### config.mk
export PLATFORM = sky130hd
export DESIGN_NAME = dmem_arbiter
export DESIGN_NICKNAME = d
export VERILOG_FILES = /design/src/rtl/dmem_arbiter.sv
export SDC_FILE = /design/constraint.sdc
export NUM_CORES = 1
export LEC_CHECK = 0
export ABC_CLOCK_PERIOD_IN_PS = 2830
export CORE_MARGIN = 2
export CORE_UTILIZATION = 38
export CTS_BUF_LIST = sky130_fd_sc_hd__clkbuf_8
export CTS_CLUSTER_DIAMETER = 200
export DETAILED_ROUTE_END_ITERATION = 8
export DONT_BUFFER_PORTS = 1
export HOLD_SLACK_MARGIN = 0.08
export PLACE_DENSITY = 0.57
export SLEW_MARGIN = 20
export SYNTH_ARGS = -nofsm -noshare
export SYNTH_HDL_FRONTEND = slang
export SYNTH_SLANG_ARGS = --single-unit
### constraint.sdc
create_clock -name clk -period 2.83 [get_ports clk]
set_clock_uncertainty 0.2 [all_clocks]
set_input_delay 0.1415 -clock clk [delete_from_list [all_inputs] [get_ports clk]]
set_output_delay 0.1415 -clock clk [all_outputs]
set_load 0.01 [all_outputs]
### src/rtl/dmem_arbiter.sv
// Two-requester round-robin arbiter in front of a single-port data memory.
// IDLE -> ACCESS -> DONE per access (3 cycles); illegal addresses skip ACCESS and ack with err.
module dmem_arbiter #(
  parameter int DATA_W    = 16,
  parameter int MEM_DEPTH = 16
) (
  input  logic                  clk,
  input  logic                  rst,
  input  logic [1:0]            req,
  input  logic [1:0]            we,
  input  logic [31:0]           addr,
  input  logic [2*DATA_W-1:0]   wdata,
  output logic [1:0]            ack,
  output logic [1:0]            err,
  output logic [DATA_W-1:0]     rdata,
  output logic                  busy,
  output logic [15:0]           mem_addr,
  output logic [DATA_W-1:0]     mem_wdata,
  output logic                  MemRead,
  output logic                  MemWrt,
  input  logic [DATA_W-1:0]     mem_rdata
);

  typedef enum logic [1:0] {IDLE, ACCESS, DONE} state_t;

  state_t              state_q, state_d;
  logic                grant_q, grant_d;
  logic                last_q, last_d;
  logic                we_q, we_d;
  logic                err_q, err_d;
  logic [15:0]         mem_addr_q, mem_addr_d;
  logic [DATA_W-1:0]   mem_wdata_q, mem_wdata_d;
  logic [DATA_W-1:0]   rdata_q, rdata_d;

  logic                win;
  logic                win_we;
  logic [15:0]         win_addr;
  logic [DATA_W-1:0]   win_wdata;
  logic                win_legal;
  logic [1:0]          grant_oh;

  // On a tie the requester not granted last wins; a lone request always wins.
  always_comb begin
    win       = (req == 2'b11) ? ~last_q : req[1];
    win_we    = win ? we[1] : we[0];
    win_addr  = win ? addr[31:16] : addr[15:0];
    win_wdata = win ? wdata[2*DATA_W-1:DATA_W] : wdata[DATA_W-1:0];
    win_legal = !win_addr[0] && (win_addr < 16'(MEM_DEPTH));
  end

  always_comb begin
    state_d     = state_q;
    grant_d     = grant_q;
    last_d      = last_q;
    we_d        = we_q;
    err_d       = err_q;
    mem_addr_d  = mem_addr_q;
    mem_wdata_d = mem_wdata_q;
    case (state_q)
      IDLE: begin
        if (|req) begin
          grant_d = win;
          last_d  = win;
          we_d    = win_we;
          err_d   = !win_legal;
          if (win_legal) begin
            state_d     = ACCESS;
            mem_addr_d  = win_addr;
            mem_wdata_d = win_wdata;
          end else begin
            state_d = DONE;
          end
        end
      end
      ACCESS:  state_d = DONE;
      DONE:    state_d = IDLE;
      default: state_d = IDLE;
    endcase
  end

  // Memory data is registered, so it is valid during DONE for a legal read.
  always_comb begin
    rdata_d = rdata_q;
    if (state_q == DONE && !we_q && !err_q) rdata_d = mem_rdata;
  end

  always_ff @(posedge clk or negedge rst) begin
    if (!rst) begin
      state_q     <= IDLE;
      grant_q     <= 1'b0;
      last_q      <= 1'b1;
      we_q        <= 1'b0;
      err_q       <= 1'b0;
      mem_addr_q  <= '0;
      mem_wdata_q <= '0;
      rdata_q     <= '0;
    end else begin
      state_q     <= state_d;
      grant_q     <= grant_d;
      last_q      <= last_d;
      we_q        <= we_d;
      err_q       <= err_d;
      mem_addr_q  <= mem_addr_d;
      mem_wdata_q <= mem_wdata_d;
      rdata_q     <= rdata_d;
    end
  end

  assign grant_oh  = grant_q ? 2'b10 : 2'b01;
  assign ack       = (state_q == DONE) ? grant_oh : 2'b00;
  assign err       = (state_q == DONE && err_q) ? grant_oh : 2'b00;
  assign rdata     = rdata_d;
  assign busy      = (state_q != IDLE);
  assign mem_addr  = mem_addr_q;
  assign mem_wdata = mem_wdata_q;
  assign MemRead   = (state_q == ACCESS) && !we_q;
  assign MemWrt    = (state_q == ACCESS) && we_q;

endmodule

==> metrics.csv <==
metric,value,unit
# IOs,141,
min cycle time layout,2.66,ns
area of the mapped netlist,2450,µm²
Yosys cell types,31,
hold crit path type,in -> async,
Mapped Cells,181,
Synth warnings,0,
nets@finish,332,
wire per inst,17.5,µm
GRT Total Usage,16.1,%
Post-CTS Resized,0,
cts hold-fix bufs,62,
Detailed Route Iter0 Violations,48,
"Avg Cell Area, Syn",13.5,µm²
worst flop-to-flop path endpoint,mem_wdata[1],
Worst Setup Start Kind,primary input,
multi-input logic area,977,µm²
DP Area,2500,µm²
PD cells,601,nW/µm²
Detailed Routing Iterations Pass 1,4,
"Seq/Total Area, Yosys",55.2,%
GPL Wtd Cong,0.745,
crit path capture type,flip-flop,
RSZ-0062 raised after global routing,no,
Layout fillers,542,
Setup WS pre-CTS,0.638,ns
Max transition margin,64.2,%
design area,3250,µm²
endpoints failing setup,0,
Remaining DRCs,0,
Bufs on Longest Clock Path,2,
outcome,"complete, no violations",
initial antenna violation count,0,
CTS Sinks,54,
max cap viols,0,
clk_lat worst skew,0.29,ns
CTS tree,yes,
setup TNS,0,ns
die width,84.3,µm
Non-Filler Instances,323,
CTS Buf Count,5,
# H-tree levels,2,
vias in the first global route,1828,
f_max,376,MHz
WP data required,2.82,ns
final count of hold timing violations,0,
Die Ht,84.3,µm
Syn Nets,267,
r2r worst-path depth,5,
period utilisation layout,94.0,%
port bufs,0,
Initial Util,39.0,%
path type of the worst setup path,in -> reg,
area occupied by registers,1350,µm²
remaining global-route overflow,0,
vias per std cell,5.02,
final slew viol count,0,
fin worst setup slack,0.168,ns
std cell rows,29,
Worst IR Drop VDD,0.342,mV
postcts setup bufs,0,
first-pass GRT wire length,9170,µm
"Max FO, Critical Path",15,
largest net degree at the start of global routing,55,
Least-Margin Pin Slew,0.531,ns
origin of the critical flop-to-flop path,last_q,
placed insts,254,
CP arrival,2.66,ns
hpwl dp,3620,µm
final WL,5650,µm
via count,1623,
Final ANT Viol Nets,0,
Core Area,6280,µm²
Seq cells post-synth,54,
layout cells sized above 1,29.3,%
r2r setup slk,0.30,ns
Layout Area Growth over Synthesis,32.6,%
CTS root buf,clkbuf_8,
die area,7110,µm²
Leak,1.48,nW
antenna cells,0,
clk slew on worst S/H paths,0.10,ns
sequential cells by signal, indices dropped and copies added (netlist names):
signal	cells
state_q	2
grant_q	1
mem_addr	16
rdata_q	16
mem_wdata	16
last_q	1
we_q	1
err_q	1
metrics by stage:
step / hold WS [ns] / utilization (%) / total power [W]
CTS: 0.166 / 51.7 / 0.00197
floorplan: -0.354 / - / 0.00127
finish: 0.164 / 51.7 / 0.00195
global placement: -0.353 / 39.8 / 0.00132
detailed placement: -0.353 / 39.8 / 0.00133
global route: 0.177 / 51.7 / 0.00207
layer usage:
layer,track usage [%],part of all wire (%),routed length (µm),up-vias
li1,-,-,-,742
met3,7.08,11,645,8
met1,16.8,35,2000,775
met4,4.55,1.3,73,0
met5,0,0,0,-
met2,29.4,52,2930,98
worst max-delay path by stage:
stage	startpoint	endpoint	slack [ns]	cells past startpoint
finish	req[0]	mem_wdata[1]	0.17	6
global route	req[0]	we_q	0.09	6
CTS	req[0]	mem_wdata[6]	0.20	6
detailed placement	last_q	mem_wdata[9]	0.64	4
global placement	state_q[1]	mem_wdata[9]	0.73	5
floorplan	state_q[0]	rdata[10]	1.0	4
worst max-delay path, cell delays in order:
cell           delay (ns)
dlygate4sd3_1        0.63
a21boi_4             0.38
buf_4                0.31
mux2_2               0.36
dlygate4sd3_1        0.56
mux2_4               0.26
cells in the mapped netlist:
| cell type | count | area [µm²] |
|---|---|---|
| nor3_1 | 3 | 15.0 |
| a31oi_1 | 1 | 6.26 |
| a21o_1 | 1 | 7.51 |
| o21ai_0 | 3 | 15.0 |
| mux2i_1 | 1 | 10.0 |
| mux2_4 | 16 | 240 |
| dfrtp_1 | 53 | 1330 |
| buf_4 | 1 | 7.51 |
| buf_2 | 2 | 10.0 |
| a21oi_1 | 1 | 5.00 |
| inv_2 | 1 | 3.75 |
| nor4_1 | 4 | 25.0 |
| nor3b_2 | 1 | 12.5 |
| nor3_2 | 1 | 10.0 |
| buf_12 | 1 | 20.0 |
| nand2_1 | 3 | 11.3 |
| nor2_1 | 20 | 75.1 |
| and4_1 | 2 | 17.5 |
| a22o_4 | 1 | 17.5 |
| mux2_2 | 39 | 439 |
| nand2b_1 | 2 | 12.5 |
| and3_1 | 1 | 6.26 |
| a21boi_4 | 1 | 18.8 |
| nor2_2 | 1 | 6.26 |
| inv_1 | 14 | 52.6 |
| o31ai_1 | 1 | 7.51 |
| nor2b_1 | 2 | 12.5 |
| and2_1 | 1 | 6.26 |
| buf_8 | 1 | 15.0 |
| buf_6 | 1 | 11.3 |
| dfstp_2 | 1 | 26.3 |
cells by family (layout without fill, tap and decap cells):
| logic type | after synthesis | count (layout) | share of synthesized area [%] |
|---|---|---|---|
| AOI/OAI and AO/OA | 9 | 9 | 3.17 |
| buffers and inverters | 21 | 86 | 4.90 |
| DFF | 54 | 54 | 55.2 |
| muxes | 56 | 56 | 28.1 |
| and+or+nand+nor | 41 | 41 | 8.58 |
cells in the final DEF (no fill, tap or decap), types with 2 or more instances in the layout:
master	instances
clkbuf_8	6
mux2_4	16
nor2b_1	2
nor3_1	3
nor2_1	20
dfrtp_1	53
mux2_2	39
o21ai_0	3
buf_4	2
and4_1	2
nand2b_1	2
nand2_1	3
nor4_1	4
dlygate4sd3_1	61
inv_1	14
where the power goes:
group | switching [W] | leakage, nW | internal [W]
Combinational | 0.000235 | 0.782 | 0.000247
Clock | 0.000233 | 0.0573 | 0.000283
Sequential | 0.0000490 | 0.638 | 0.000905
area by class of cell:
| cell class | count | area share [%] |
|---|---|---|
| sequential | 54 | 41.6 |
| tap | 77 | 2.97 |
| clock inverter | 1 | 0.924 |
| clock buffer | 6 | 2.54 |
| inverter | 15 | 1.73 |
| multi-input combinational | 106 | 30.1 |
| timing repair buffer | 64 | 20.1 |
Note: power is estimated with default switching activity, not from simulation.
